### src/rtl/dac_spi_streamer.sv
// Sample-rate ticker feeding a 16-bit SPI mode-0 frame ({CTRL_BITS, sample, 2'b00}) to a DAC.
// Optional macro DAC_SPI_LDAC_EN adds an LDAC state with an ldac_n strobe; otherwise ldac_n is tied low.
module dac_spi_streamer #(
   parameter int unsigned CLK_DIV    = 2,
   parameter int unsigned SAMPLE_DIV = 100,
   parameter logic [3:0]  CTRL_BITS  = 4'b0011
) (
   input  logic       clk,
   input  logic       rst,
   input  logic       enable,
   input  logic [9:0] sample_in,
   output logic       sclk,
   output logic       cs_n,
   output logic       mosi,
   output logic       ldac_n,
   output logic       busy,
   output logic       overrun,
   output logic [7:0] overrun_cnt
);

`ifdef DAC_SPI_LDAC_EN
   typedef enum logic [1:0] {ST_IDLE = 2'd0, ST_SHIFT = 2'd1, ST_LDAC = 2'd2, ST_GAP = 2'd3} state_t;
`else
   typedef enum logic [1:0] {ST_IDLE = 2'd0, ST_SHIFT = 2'd1, ST_GAP = 2'd3} state_t;
`endif

   localparam logic [15:0] TICK_MAX = 16'(SAMPLE_DIV - 1);
   localparam logic [7:0]  DIV_MAX  = 8'(CLK_DIV - 1);

   state_t      r_state;
   state_t      w_state_nxt;
   logic [15:0] r_tick_cnt;
   logic        w_tick;
   logic        w_drop;
   logic [7:0]  r_div;
   logic [7:0]  w_div_nxt;
   logic [3:0]  r_bit;
   logic [3:0]  w_bit_nxt;
   logic [15:0] r_shift;
   logic [15:0] w_shift_nxt;
   logic        r_sclk;
   logic        w_sclk_nxt;
   logic        r_cs_n;
   logic        w_cs_n_nxt;
   logic        r_busy;
   logic        r_overrun;
   logic [7:0]  r_overrun_cnt;
`ifdef DAC_SPI_LDAC_EN
   logic        r_ldac_n;
   logic        w_ldac_n_nxt;
`endif

   assign w_tick = enable && (r_tick_cnt == TICK_MAX);
   assign w_drop = w_tick && (r_state != ST_IDLE);

   // Sample-period counter, parked at zero while disabled.
   always_ff @(posedge clk or posedge rst) begin
      if (rst) begin
         r_tick_cnt <= 16'd0;
      end else if (!enable || (r_tick_cnt == TICK_MAX)) begin
         r_tick_cnt <= 16'd0;
      end else begin
         r_tick_cnt <= r_tick_cnt + 16'd1;
      end
   end

   // FSM state register.
   always_ff @(posedge clk or posedge rst) begin
      if (rst) begin
         r_state <= ST_IDLE;
      end else begin
         r_state <= w_state_nxt;
      end
   end

   // Next-state and next-output logic; shifting happens only on the sclk falling toggle.
   always_comb begin
      w_state_nxt = r_state;
      w_div_nxt   = r_div;
      w_bit_nxt   = r_bit;
      w_shift_nxt = r_shift;
      w_sclk_nxt  = r_sclk;
      w_cs_n_nxt  = r_cs_n;
`ifdef DAC_SPI_LDAC_EN
      w_ldac_n_nxt = r_ldac_n;
`endif
      case (r_state)
         ST_IDLE: begin
            w_div_nxt  = 8'd0;
            w_bit_nxt  = 4'd0;
            w_sclk_nxt = 1'b0;
            if (w_tick) begin
               w_state_nxt = ST_SHIFT;
               w_shift_nxt = {CTRL_BITS, sample_in, 2'b00};
               w_cs_n_nxt  = 1'b0;
            end else begin
               w_shift_nxt = 16'd0;
               w_cs_n_nxt  = 1'b1;
            end
         end
         ST_SHIFT: begin
            if (r_div == DIV_MAX) begin
               w_div_nxt  = 8'd0;
               w_sclk_nxt = ~r_sclk;
               if (r_sclk && (r_bit == 4'd15)) begin
                  w_cs_n_nxt  = 1'b1;
                  w_shift_nxt = 16'd0;
                  w_bit_nxt   = 4'd0;
`ifdef DAC_SPI_LDAC_EN
                  w_state_nxt  = ST_LDAC;
                  w_ldac_n_nxt = 1'b0;
`else
                  w_state_nxt = ST_GAP;
`endif
               end else if (r_sclk) begin
                  w_bit_nxt   = r_bit + 4'd1;
                  w_shift_nxt = {r_shift[14:0], 1'b0};
               end else begin
                  w_bit_nxt = r_bit;
               end
            end else begin
               w_div_nxt = r_div + 8'd1;
            end
         end
`ifdef DAC_SPI_LDAC_EN
         ST_LDAC: begin
            if (r_div == DIV_MAX) begin
               w_div_nxt    = 8'd0;
               w_ldac_n_nxt = 1'b1;
               w_state_nxt  = ST_GAP;
            end else begin
               w_div_nxt = r_div + 8'd1;
            end
         end
`endif
         ST_GAP: begin
            w_div_nxt   = 8'd0;
            w_state_nxt = ST_IDLE;
         end
         default: begin
            w_state_nxt = ST_IDLE;
            w_div_nxt   = 8'd0;
            w_bit_nxt   = 4'd0;
            w_shift_nxt = 16'd0;
            w_sclk_nxt  = 1'b0;
            w_cs_n_nxt  = 1'b1;
`ifdef DAC_SPI_LDAC_EN
            w_ldac_n_nxt = 1'b1;
`endif
         end
      endcase
   end

   // Registered datapath and SPI pins.
   always_ff @(posedge clk or posedge rst) begin
      if (rst) begin
         r_div   <= 8'd0;
         r_bit   <= 4'd0;
         r_shift <= 16'd0;
         r_sclk  <= 1'b0;
         r_cs_n  <= 1'b1;
         r_busy  <= 1'b0;
`ifdef DAC_SPI_LDAC_EN
         r_ldac_n <= 1'b1;
`endif
      end else begin
         r_div   <= w_div_nxt;
         r_bit   <= w_bit_nxt;
         r_shift <= w_shift_nxt;
         r_sclk  <= w_sclk_nxt;
         r_cs_n  <= w_cs_n_nxt;
         r_busy  <= (w_state_nxt != ST_IDLE);
`ifdef DAC_SPI_LDAC_EN
         r_ldac_n <= w_ldac_n_nxt;
`endif
      end
   end

   // Dropped-tick pulse and saturating drop counter.
   always_ff @(posedge clk or posedge rst) begin
      if (rst) begin
         r_overrun     <= 1'b0;
         r_overrun_cnt <= 8'd0;
      end else begin
         r_overrun <= w_drop;
         if (w_drop && (r_overrun_cnt != 8'hFF)) begin
            r_overrun_cnt <= r_overrun_cnt + 8'd1;
         end else begin
            r_overrun_cnt <= r_overrun_cnt;
         end
      end
   end

   assign sclk        = r_sclk;
   assign cs_n        = r_cs_n;
   assign mosi        = r_shift[15];
   assign busy        = r_busy;
   assign overrun     = r_overrun;
   assign overrun_cnt = r_overrun_cnt;
`ifdef DAC_SPI_LDAC_EN
   assign ldac_n = r_ldac_n;
`else
   assign ldac_n = 1'b0;
`endif

endmodule

### config.mk
export PLATFORM = sky130hd
export DESIGN_NAME = dac_spi_streamer
export DESIGN_NICKNAME = d
export VERILOG_FILES = /design/src/rtl/dac_spi_streamer.sv
export SDC_FILE = /design/constraint.sdc
export NUM_CORES = 1
export LEC_CHECK = 0
export BUFFER_PORTS_ARGS = -buffer_cell sky130_fd_sc_hd__buf_2
export CORE_UTILIZATION = 49
export DETAILED_ROUTE_END_ITERATION = 8
export PLACE_DENSITY_LB_ADDON = 0.3
export REMOVE_ABC_BUFFERS = 1
export SLEW_MARGIN = 5
export SYNTH_ARGS = -nofsm -noshare
export SYNTH_HDL_FRONTEND = slang
export SYNTH_SLANG_ARGS = --single-unit
export TNS_END_PERCENT = 5
### constraint.sdc
create_clock -name clk -period 3.7 [get_ports clk]
set_input_delay 0.185 -clock clk [delete_from_list [all_inputs] [get_ports clk]]
set_output_delay 0.185 -clock clk [all_outputs]
set_load 0.005 [all_outputs]
Word-level counts from Yosys, hierarchy flattened
Cells that the tools add are included.

Flip-flop bits (word level): 58. Bits in latches: 0. Bits in writable memories: 0. ROM bits: 0. Bits of input ports: 13. Output and inout bits: 14. Word-level logic and storage cells: 59. Memories kept: 0.

Add/subtract/negate cells: 4. Multiply operators: 0. Divide/modulo/power cells: 0. Magnitude comparators: 0. Equal/unequal tests: 9. Shift-type cells: 0. Multiplexer cells: 22. Bitwise operators: 2. Reduce and logical (&&, ||, !) cells: 12.

Operators with widths (count): $mux W16 (4); $pmux W16 S3 (1); $add A16 B1 Y16 const B (1); $add A8 B1 Y8 const B (2); $eq A16 B7 Y1 const B (1); $mux W8 (2); $mux W14 (1); $mux W4 (3); $eq A8 B1 Y1 const B (1); $ne A8 B8 Y1 const B (1); $pmux W4 S2 (1); $mux W2 (3); $reduce_and A3 Y1 (2); $add A4 B1 Y4 const B (1); $eq A4 B4 Y1 const B (1); $logic_and A1 B1 Y1 (4); $mux W1 (4); $ne A2 B2 Y1 const B (2); $pmux W2 S2 (1); $reduce_bool A2 Y1 (2); $ne A3 B3 Y1 const B (1); $pmux W1 S3 (1); $eq A2 B1 Y1 const B (1); $eq A2 B2 Y1 const B (1); 6 further kinds (7).

Longest topological paths before layout
Gate-level depths: netlist of the first run.

Word-level depth: 6. Mapped depth: 8. Gate-level depth less buffers: 6.

Least setup slack after synthesis of the first run
Ideal clock, no wire load.

Kind: reg-to-reg. Start: register r_overrun_cnt[0], in the netlist overrun_cnt[0]. End: register r_overrun_cnt[1], in the netlist overrun_cnt[1]. Setup time: 125 ps. Data arrival time: 1637 ps. Data required time: 3575 ps. Path slack: 1938 ps. Cell stages (with the launch flop): 5. Buffers on the path: 0. Clock period less this slack: 1762 ps. Cell sequence: dfrtp_1 -> ha_1 -> and4_1 -> nor4_4 -> mux2_2.

Cells in the longest elaborated chain, start to end: 2. Elaborated cells between the ends (all ways): 3. Classes of those cells: add/sub (1); eq/ne (1); reduce/logical (1).

RTL lines: from (decl) (RTL line 47) `logic [7:0] r_overrun_cnt;`; from (signal assigned) (RTL line 187) `r_overrun_cnt <= r_overrun_cnt + 8'd1;`; from (signal assigned) (RTL line 189) `r_overrun_cnt <= r_overrun_cnt;`; branches (longest 2 deep; another with $add A8 B1 Y8).

Several ways; the timed one is not identified. A chain may end at the register's enable or synchronous reset.

Final worst setup path of the first run
Start: register r_div[4]. End: register r_shift[8].

Cells in the longest elaborated chain, start to end: 3.

RTL lines: from (decl) (RTL line 35) `logic [7:0] r_div;`; from (signal assigned) (RTL line 167) `r_div <= w_div_nxt;`; $eq A8 B1 Y1 (RTL line 102) `if (r_div == DIV_MAX) begin`; $ne A2 B2 Y1 (no line); $reduce_and A3 Y1 (no line); to (signal assigned) (RTL line 169) `r_shift <= w_shift_nxt;`; to (decl) (RTL line 39) `logic [15:0] r_shift;`.

Every way passes these cells.

==> out/metrics.json, run 1 <==
{
  "ioPinCount": 27,
  "num_antenna_cells": 0,
  "critical_path_arrival_ps": 2330,
  "clk-insertion-delay-late_ps": 310,
  "yosys_warnings": 0,
  "total_of_max_cap_violations": 0,
  "power.sequential.fraction": 0.587,
  "ys_ff_latch": 56,
  "grt_pass1_wl_um": 8404,
  "finish.utilization": 0.5716,
  "grt_setup_unrepaired": "false",
  "grt_start_max_net_pins": 57,
  "root_buffer": "sky130_fd_sc_hd__clkbuf_8",
  "globalRouteMet2Util": 0.2664,
  "drt_drc_violations_left": 0,
  "grt.met1_usage": 0.2640,
  "htreeDepth": 2,
  "fp.dieArea_um2": 5806,
  "design.final.nets": 288,
  "die_h_um": 76.20,
  "detail-route-antenna-nets": 0,
  "setup.worst_path.end_class": "register",
  "share_clk_of_total_power": 0.382,
  "finalSetupViolations": 0,
  "synthArstFlopShare": 1.000,
  "criticalPathCategory": "register to register",
  "worst_slew_pin_slew_ps": 845.4,
  "detailed_place.area_um2": 2864,
  "clock_tree.buffer_depth": 2,
  "effective_utilization_at_floorplan": 0.5183,
  "postSynthAreaPerCell_um2": 11.01,
  "hold_viol_final": 0,
  "fin_setup_tns_ps": 0,
  "required_ps": 3950,
  "busiest_layer": "met2",
  "yosysUniqueCellTypes": 43,
  "layout-drive-gt1-share": 0.1734,
  "gp_congestion": 0.7918,
  "critical_path.startpoint_type": "register",
  "cts.clk_slew.worst_paths_ps": 100,
  "number_of_instances_in_the_synthesized_netlist": 245,
  "port-buffer-count": 25,
  "ir_drop_mv": 0.1783,
  "worst_clock_skew_ps": 9.049,
  "number_of_global_route_vias_before_repair": 1778,
  "cts_inserted_buffers": 5,
  "grt_antenna_before_repair": 0,
  "vias": 1840,
  "first_iter_violations": 122,
  "power_switching_uw": 222.4,
  "first_pass_iters": 4,
  "final_wl_um": 4680,
  "coreArea_um2": 5205,
  "fin_area_um2": 2975,
  "met3_use_gr": 0.04671,
  "synth_edf_count": 0,
  "cellPowerDensity_nw_per_um2": 353.4,
  "gr-usage-all-layers": 0.1809,
  "finalWorstPathRequiredPeriod_ps": 2084,
  "synthFlopType": "sky130_fd_sc_hd__dfrtp_1",
  "hpwlAfterDp_um": 3216,
  "p_int_uw": 829.0,
  "cts_tree": "yes",
  "comb_power_share": 0.031,
  "worstPathMaxFanout": 11,
  "netSwitchingFraction": 0.2116,
  "routedWlPerCell_um": 13.72,
  "synth.cell_area_um2": 2698,
  "layout.filler_cells": 475,
  "timing.max_slew.rel_slack": 0.4364,
  "row_count": 26,
  "post-cts-setup-buffer-count": 0,
  "detail_route.vias_per_cell": 5.396,
  "postCtsResizedCells": 0,
  "area.growth.synth_to_final_pct": 10.30,
  "maxSlewViolCount": 0,
  "max_clock_freq_mhz": 479.9,
  "die_x_um": 76.20,
  "cts-hold-fix-buffers": 0,
  "share_of_the_yosys_chip_area_belonging_to_registers": 0.5199,
  "result_of_the_run": "completed",
  "clock_sinks": 56,
  "leakage_uw": 0.001366,
  "grt_remaining_overflow": 0,
  "post-route-period-util": 0.5631,
  "worstHoldPathType": "input pin to asynchronous set/reset pin"
}
## layout make-up
cell class	count	area, um^2	share of cell area
inverter	6	22.52	0.007569
multi-input combinational	175	1219	0.4096
timing repair buffer	26	132.6	0.04458
tap	70	87.58	0.02944
clock inverter	2	38.79	0.01304
clock buffer	6	72.57	0.02439
sequential	56	1403	0.4714
## state kept, by name, indices dropped and copies added, names as in the netlist
register,cells
r_bit,4
r_shift,14
overrun,1
r_div,8
r_tick_cnt,16
sclk,1
r_state,2
cs_n,1
busy,1
overrun_cnt,8
## cell families (layout without fill, tap and decap cells)
kind of cell               count (synthesis)  count (layout)  synth area share
other                                      1               1          0.001390
DFF                                       56              56            0.5199
adders and majority gates                  5               5           0.02319
and+or+nand+nor                          103             103            0.2240
xor gates and xnor gates                  26              26           0.08442
buffers and inverters                     14              40           0.02829
muxes                                      2               2          0.007885
AOI/OAI and AO/OA                         38              38            0.1109
## stage by stage
step | setup slack [ps] | instances | power, uW | hold slack [ps]
after global routing | 1422 | 341 | 1097 | 109.9
final | 1616 | 341 | 1051 | 58.71
after floorplan | 1934 | 237 | 648.6 | 317.7
after global placement | 1703 | 333 | 663.1 | 419.1
after CTS | 1600 | 341 | 1068 | 75.78
after detailed placement | 1658 | 333 | 663.1 | 418.8
## power by group through the flow
stage	Sequential [uW]	Clock [uW]	Combinational [uW]
after floorplan	629	0	19.7
after global placement	629	0	33.8
after detailed placement	629	0	33.7
after CTS	617	417	34.0
after global routing	618	441	38.3
final	617	402	32.6
## metal layers
metal  vias to the layer above  wire length [um]
li1                        914                 -
met1                       872              2363
met2                        47              2014
met3                         7               253
met4                         0                48
met5                         -                 0
## synthesized netlist by cell type, drive strengths merged (6+ instances only)
cell type   n  area (um^2)
xor2        9        78.83
o21ai       6        33.78
nand4       7        43.79
inv         6        22.52
a22o       21        183.9
nand2      14        52.55
dfrtp      55         1376
xnor2      17        148.9
and3       10        62.56
nor4        6        80.07
nand3      13        77.58
nor2       37        141.4
buf         8        53.80
## worst max-delay path: stages (launching register included)
cell and delay (ps):
sky130_fd_sc_hd__dfrtp_1 430, sky130_fd_sc_hd__nor4_2 370, sky130_fd_sc_hd__and3_1 240, sky130_fd_sc_hd__nand2_1 60, sky130_fd_sc_hd__a21oi_1 690, sky130_fd_sc_hd__a22o_1 230
## final timing paths
| check | start | to | slack [ps] | cells past startpoint |
|---|---|---|---|---|
| max in group asynchronous | rst | overrun_cnt[3]$_DFFE_PP0P_ | 3180 | 3 |
| worst min-delay path | rst | r_shift[14]$_DFFE_PP0P_ | 60 | 3 |
| worst max-delay path | r_div[4]$_DFF_PP0_ | r_shift[8]$_DFFE_PP0P_ | 1620 | 5 |
| worst max register to register | r_div[4]$_DFF_PP0_ | r_shift[8]$_DFFE_PP0P_ | 1620 | 5 |
| worst min register to register | r_shift[15]$_DFFE_PP0P_ | r_shift[15]$_DFFE_PP0P_ | 480 | 2 |
| min in group clk | sample_in[0] | r_shift[2]$_DFFE_PP0P_ | 120 | 2 |
## cells in the final DEF, fill, tap and decap left out, types with 2 or more instances in the layout
cell / Yosys / routed
sky130_fd_sc_hd__dfrtp_1: 55 / 55
sky130_fd_sc_hd__nor2_1: 36 / 36
sky130_fd_sc_hd__buf_2: 4 / 25
sky130_fd_sc_hd__a22o_1: 21 / 21
sky130_fd_sc_hd__xnor2_1: 17 / 17
sky130_fd_sc_hd__nand2_1: 14 / 14
sky130_fd_sc_hd__nand3_1: 12 / 12
sky130_fd_sc_hd__and3_1: 10 / 10
sky130_fd_sc_hd__xor2_1: 9 / 9
sky130_fd_sc_hd__nand4_1: 7 / 7
sky130_fd_sc_hd__inv_1: 6 / 5
sky130_fd_sc_hd__ha_1: 5 / 5
sky130_fd_sc_hd__clkbuf_8: 0 / 5
sky130_fd_sc_hd__o21ai_0: 4 / 4
sky130_fd_sc_hd__a21oi_1: 4 / 4
sky130_fd_sc_hd__and4_1: 3 / 3
sky130_fd_sc_hd__nor3_1: 3 / 3
sky130_fd_sc_hd__nor4_2: 2 / 2
sky130_fd_sc_hd__nand2b_1: 2 / 2
sky130_fd_sc_hd__nor4_4: 2 / 2
sky130_fd_sc_hd__nor4_1: 2 / 2
sky130_fd_sc_hd__o21a_1: 2 / 2
sky130_fd_sc_hd__a21o_1: 2 / 2
Power figures use the tool's default switching activity.
==> run 2, diff against run 1 <==
Clock period 3.7 ns to 1.86 ns, I/O delays scaled along.
==> run 2 against run 1 <==
Compared with the run above: the flow now finishes with violations (negative setup slack); combinational power grew to 3.0 times the previous value; clock-buffer cell count unchanged; non-clock buffer count rose by 23; first-iteration DRC count shrank 30%; register-to-register slack worse by 1600 ps; wire length up 8.1%; global-route usage grew 0.89 points; critical endpoint is now overrun_cnt[1]$_DFFE_PP0P_; clock skew increased by 2.4 ps; design area is 7.7% higher; worst hold slack improved by 40 ps; via count grew 6.9%; sequential share of layout area is 3.4 points lower; highest routed layer unchanged.
==> out/metrics.json, run 2 (same netlist as run 1, synthesis figures left out) <==
{
  "result_of_the_run": "finished, violations left",
  "failing_checks": "negative setup slack",
  "row_count": 26,
  "die_h_um": 76.20,
  "vias": 1967,
  "timing.max_slew.rel_slack": 0.6432,
  "critical_path_arrival_ps": 2080,
  "largest_register_ffs": 16,
  "pre_cts_ws_ps": 66.14,
  "worstHoldPathType": "input pin to register",
  "gp_congestion": 0.7802,
  "setup.worst_path.end_class": "register",
  "r2r_slack_ps": -10,
  "commonest_cells_after_routing_fill_and_taps_aside": "55 x sky130_fd_sc_hd__dfrtp_1, 36 x sky130_fd_sc_hd__nor2_1, 25 x sky130_fd_sc_hd__buf_2",
  "cts.clk_slew.worst_paths_ps": 100,
  "detail_route.vias_per_cell": 5.404,
  "detail-route-antenna-nets": 0,
  "worst_case_hold_path_end_point": "r_shift[7]$_DFFE_PP0P_",
  "clock_sinks": 56,
  "finalWorstPathRequiredPeriod_ps": 1872,
  "max_clock_freq_mhz": 534.2,
  "fin_setup_tns_ps": -11.83,
  "fp.dieArea_um2": 5806,
  "routedWlPerCell_um": 13.90,
  "worst_clock_skew_ps": 11.49,
  "port-buffer-count": 25,
  "cts_tree": "yes",
  "finalSetupViolations": 1,
  "die_x_um": 76.20,
  "leakage_uw": 0.001494,
  "drt_drc_violations_left": 0,
  "grt_pass1_wl_um": 8790,
  "layout_commonest_cell": "sky130_fd_sc_hd__dfrtp_1",
  "layout_top_registers": "r_tick_cnt: 16 flops, r_shift: 14 flops",
  "clock_tree.buffer_depth": 2,
  "design.final.nets": 311,
  "total_of_max_cap_violations": 0,
  "root_buffer": "sky130_fd_sc_hd__clkbuf_8",
  "clk-insertion-delay-late_ps": 310,
  "hold_viol_final": 0,
  "layout.filler_cells": 450,
  "criticalPathCategory": "register to register",
  "effective_utilization_at_floorplan": 0.5183,
  "min-delay-start": "sample_in[5]",
  "num_antenna_cells": 0,
  "regMostFlops": "r_tick_cnt",
  "grt_antenna_before_repair": 0,
  "worstPathMaxFanout": 6,
  "grt_start_max_net_pins": 34,
  "ir_drop_mv": 0.3143,
  "final_wl_um": 5059,
  "first_pass_iters": 4,
  "critical_path.startpoint_type": "register",
  "grt_remaining_overflow": 0,
  "r2r.worst_path.cells": 6,
  "worst_slew_pin_slew_ps": 534.4,
  "finish.utilization": 0.6154,
  "hpwlAfterDp_um": 3474,
  "coreArea_um2": 5205,
  "cts_inserted_buffers": 5,
  "timing.rr.start": "r_tick_cnt[1]$_DFF_PP0_",
  "htreeDepth": 2,
  "required_ps": 2060,
  "maxSlewViolCount": 0,
  "gr-usage-all-layers": 0.1899,
  "number_of_global_route_vias_before_repair": 1881,
  "min_delay_path_depth": 3,
  "cellPowerDensity_nw_per_um2": 622.4,
  "grt_setup_unrepaired": "true",
  "final_critical_path_setup_slack_ps": -11.83,
  "regToRegEndpoint": "overrun_cnt[1]$_DFFE_PP0P_",
  "area.growth.synth_to_final_pct": 18.74,
  "first_iter_violations": 86,
  "post-route-period-util": 1.006,
  "layout-drive-gt1-share": 0.2415,
  "ioPinCount": 27
}
-- run 2: cell types whose count changed in the layout (fill, tap and decap cells not counted), sizes merged --
cell	before	now
bufinv	1	0
clkinvlp	0	1
buf	26	47
inv	7	6
clkinv	0	1
dlygate4sd3	0	2
-- run 2: how the worst max path moves through the flow --
stage	start	to	slack, ps
2_1_floorplan	r_tick_cnt[0]$_DFF_PP0_	r_shift[10]$_DFFE_PP0P_	90
3_3_place_gp	r_tick_cnt[8]$_DFF_PP0_	overrun_cnt[1]$_DFFE_PP0P_	100
3_5_place_dp	r_tick_cnt[0]$_DFF_PP0_	overrun_cnt[1]$_DFFE_PP0P_	70
4_1_cts	r_tick_cnt[0]$_DFF_PP0_	overrun_cnt[1]$_DFFE_PP0P_	50
5_1_grt	r_tick_cnt[1]$_DFF_PP0_	overrun_cnt[3]$_DFFE_PP0P_	-90
6_report	r_tick_cnt[1]$_DFF_PP0_	overrun_cnt[1]$_DFFE_PP0P_	-10
-- run 2: power breakdown --
part           total [uW]  switching, uW  internal [uW]  leakage (uW)
combinational        99.2           55.2           44.1      0.000700
sequential           1230           4.27           1220      0.000752
clock                 668            399            269     0.0000414
-- run 2: timing repair --
action	in CTS	in global routing
resized for setup	0	5
endpoints found under the hold margin	24	0
hold buffers	2	0
endpoints found under the setup margin	0	10
buffers inserted	0	7
-- run 2: cell type report --
class | instances | area, um^2 | share of cell area
sequential | 56 | 1403 | 0.4379
multi-input combinational | 175 | 1241 | 0.3875
timing repair buffer | 49 | 360.3 | 0.1125
tap | 70 | 87.58 | 0.02734
clock buffer | 6 | 72.57 | 0.02266
inverter | 6 | 22.52 | 0.007031
clock inverter | 2 | 16.27 | 0.005078
-- run 2: critical path: stages, from the launching register on --
cell and delay [ps]:
sky130_fd_sc_hd__dfrtp_1 380, sky130_fd_sc_hd__ha_2 190, sky130_fd_sc_hd__nor4b_4 280, sky130_fd_sc_hd__nand3_4 140, sky130_fd_sc_hd__nor4_4 290, sky130_fd_sc_hd__buf_4 190, sky130_fd_sc_hd__mux2_4 300
-- run 2: layer usage --
metal,share of wire,global-route usage,wire (um)
met1,0.47,0.2563,2403
met5,0,0,0
met4,0.019,0.06538,94
met3,0.040,0.04671,201
met2,0.47,0.3000,2359
-- run 2: stage by stage --
step	cell area, um^2	total power, uW	hold slack [ps]	std cells
finish	3203	1993	98.71	364
global route	3203	2075	114.5	364
CTS	3115	2000	101.4	357
detailed placement	3007	1331	166.2	347
global placement	3007	1330	167.2	347
floorplan	2644	1290	225.7	237
==> run 3, diff against run 2 <==
Settings changed: CTS_CLUSTER_DIAMETER from default to 40.
Clock period 1.86 ns to 2.2 ns, I/O delays scaled along.
==> run 3 against run 2 <==
Compared with the run above: the run ends with negative hold slack left; register-to-register slack gained 290 ps; non-clock buffer count fell by 19; core utilization shrank 4.1 points; worst hold slack worse by 120 ps; clock skew is 3.0 ps lower; power shrank 16%; final cell count shrank 5.2%; first-iteration DRC count grew 47%; critical path type unchanged; critical endpoint unchanged.
==> out/metrics.json, run 3 (same netlist as run 1, synthesis figures left out) <==
{
  "number_of_global_route_vias_before_repair": 1779,
  "timing.max_slew.rel_slack": 0.5520,
  "finalSetupViolations": 0,
  "leakage_uw": 0.001382,
  "layout-drive-gt1-share": 0.1891,
  "clk-insertion-delay-late_ps": 310,
  "result_of_the_run": "finished, violations left",
  "final_cell_count_no_fill": 345,
  "worstHoldPathType": "input pin to asynchronous set/reset pin",
  "gp_congestion": 0.7642,
  "final.hold.worst_slack_ps": -16.92,
  "gr-usage-all-layers": 0.1770,
  "grt_antenna_before_repair": 0,
  "clock_sinks": 56,
  "cts_tree": "yes",
  "fin_setup_tns_ps": 0,
  "pre_cts_ws_ps": 320.1,
  "fp.dieArea_um2": 5806,
  "critical_path.startpoint_type": "register",
  "setup.worst_path.end_class": "register",
  "cp_top_family": "simple AND/OR/NAND/NOR gates",
  "port-buffer-count": 25,
  "design_power_total_uw": 1682,
  "ioPinCount": 27,
  "area.growth.synth_to_final_pct": 10.85,
  "critical_path.endpoint": "overrun_cnt[1]$_DFFE_PP0P_",
  "vias": 1842,
  "effective_utilization_at_floorplan": 0.5183,
  "post-cts-setup-buffer-count": 0,
  "critical_path.slowest_cell": "sky130_fd_sc_hd__dfrtp_1",
  "die_x_um": 76.20,
  "postCtsResizedCells": 0,
  "critical_path_arrival_ps": 2120,
  "layout_top_registers": "r_tick_cnt: 16 flops, r_shift: 14 flops",
  "max_clock_freq_mhz": 521.2,
  "grt_pass1_wl_um": 8307,
  "finish.utilization": 0.5745,
  "worst-path-stages": 5,
  "detail-route-antenna-nets": 0,
  "worst_slew_pin_slew_ps": 672.0,
  "total_of_max_cap_violations": 0,
  "grt_start_max_net_pins": 57,
  "cp_slowest_stage_delay_ps": 400,
  "commonest_cells_after_routing_fill_and_taps_aside": "55 x sky130_fd_sc_hd__dfrtp_1, 36 x sky130_fd_sc_hd__nor2_1, 25 x sky130_fd_sc_hd__buf_2",
  "finalWorstPathRequiredPeriod_ps": 1919,
  "cts_inserted_buffers": 5,
  "htreeDepth": 2,
  "largest_register_ffs": 16,
  "hpwlAfterDp_um": 3217,
  "grt_setup_unrepaired": "false",
  "drt_drc_violations_left": 0,
  "post-route-period-util": 0.8722,
  "cp.buffers_inverters": 0,
  "regMostFlops": "r_tick_cnt",
  "first_pass_iters": 4,
  "layout_commonest_cell": "sky130_fd_sc_hd__dfrtp_1",
  "worstPathCellList": "ha_1 > nor4b_4 > nand3_4 > nor4_4 > mux2_2",
  "r2r.worst_path.cells": 5,
  "timing.rr.start": "r_tick_cnt[0]$_DFF_PP0_",
  "worst_clock_skew_ps": 8.466,
  "clock_tree.buffer_depth": 2,
  "cts-hold-fix-buffers": 0,
  "cts.clk_slew.worst_paths_ps": 100,
  "die_h_um": 76.20,
  "ir_drop_mv": 0.3368,
  "row_count": 26,
  "detail_route.vias_per_cell": 5.339,
  "routedWlPerCell_um": 13.59,
  "coreArea_um2": 5205,
  "dpl.cell_count": 337,
  "hold_viol_final": 55,
  "final_critical_path_setup_slack_ps": 281.2,
  "first_iter_violations": 126,
  "cellPowerDensity_nw_per_um2": 562.6,
  "worstPathMaxFanout": 6,
  "required_ps": 2410,
  "root_buffer": "sky130_fd_sc_hd__clkbuf_8",
  "grt_remaining_overflow": 0,
  "maxSlewViolCount": 0,
  "num_antenna_cells": 0,
  "criticalPathCategory": "register to register",
  "failing_checks": "negative hold slack",
  "final_wl_um": 4687,
  "r2r_slack_ps": 280,
  "regToRegEndpoint": "overrun_cnt[1]$_DFFE_PP0P_",
  "design.final.nets": 292,
  "startpoint": "r_tick_cnt[0]$_DFF_PP0_"
}
-- run 3: how the worst min path moves through the flow --
stage / depth (start not counted) / from / to / slack, ps
5_1_grt: 2 / sample_in[0] / r_shift[2]$_DFFE_PP0P_ / 10
4_1_cts: 3 / rst / r_bit[0]$_DFFE_PP0P_ / 7
2_1_floorplan: 1 / sample_in[0] / r_shift[2]$_DFFE_PP0P_ / 240
3_3_place_gp: 3 / rst / r_shift[15]$_DFFE_PP0P_ / 340
6_report: 3 / rst / busy$_DFF_PP0_ / -20
3_5_place_dp: 3 / rst / r_shift[14]$_DFFE_PP0P_ / 350
-- run 3: through the flow --
step           instance area (um^2)  hold WS, ps
4_1_cts                        2990        7.044
2_1_floorplan                  2644        242.7
3_3_place_gp                   2894        339.9
5_1_grt                        2990        10.82
6_report                       2990       -16.92
3_5_place_dp                   2894        345.4
-- run 3: power breakdown --
group	internal (uW)	switching, uW	leakage [uW]
registers	1030	5.13	0.000752
logic	17.9	37.5	0.000578
clock network	258	331	0.0000516
-- run 3: cell type report --
| type | count | area, um^2 |
|---|---|---|
| Fill cell | 459 | 2215 |
| Clock buffer | 6 | 82.58 |
| Tap cell | 70 | 87.58 |
| Multi-Input combinational cell | 175 | 1219 |
| Inverter | 6 | 22.52 |
| Timing Repair Buffer | 30 | 162.7 |
| Clock inverter | 2 | 13.76 |
| Sequential cell | 56 | 1403 |
-- run 3: worst min-delay path, stage by stage --
cell and delay, ps:
sky130_fd_sc_hd__buf_2 100, sky130_fd_sc_hd__inv_2 30, sky130_fd_sc_hd__buf_4 540
-- run 3: per-layer routing --
metal	wire length, um	track usage	up-vias
met4	34	0.05385	0
met2	2054	0.2727	33
li1	-	-	919
met1	2429	0.2514	884
met3	169	0.03832	6
met5	0	0	-
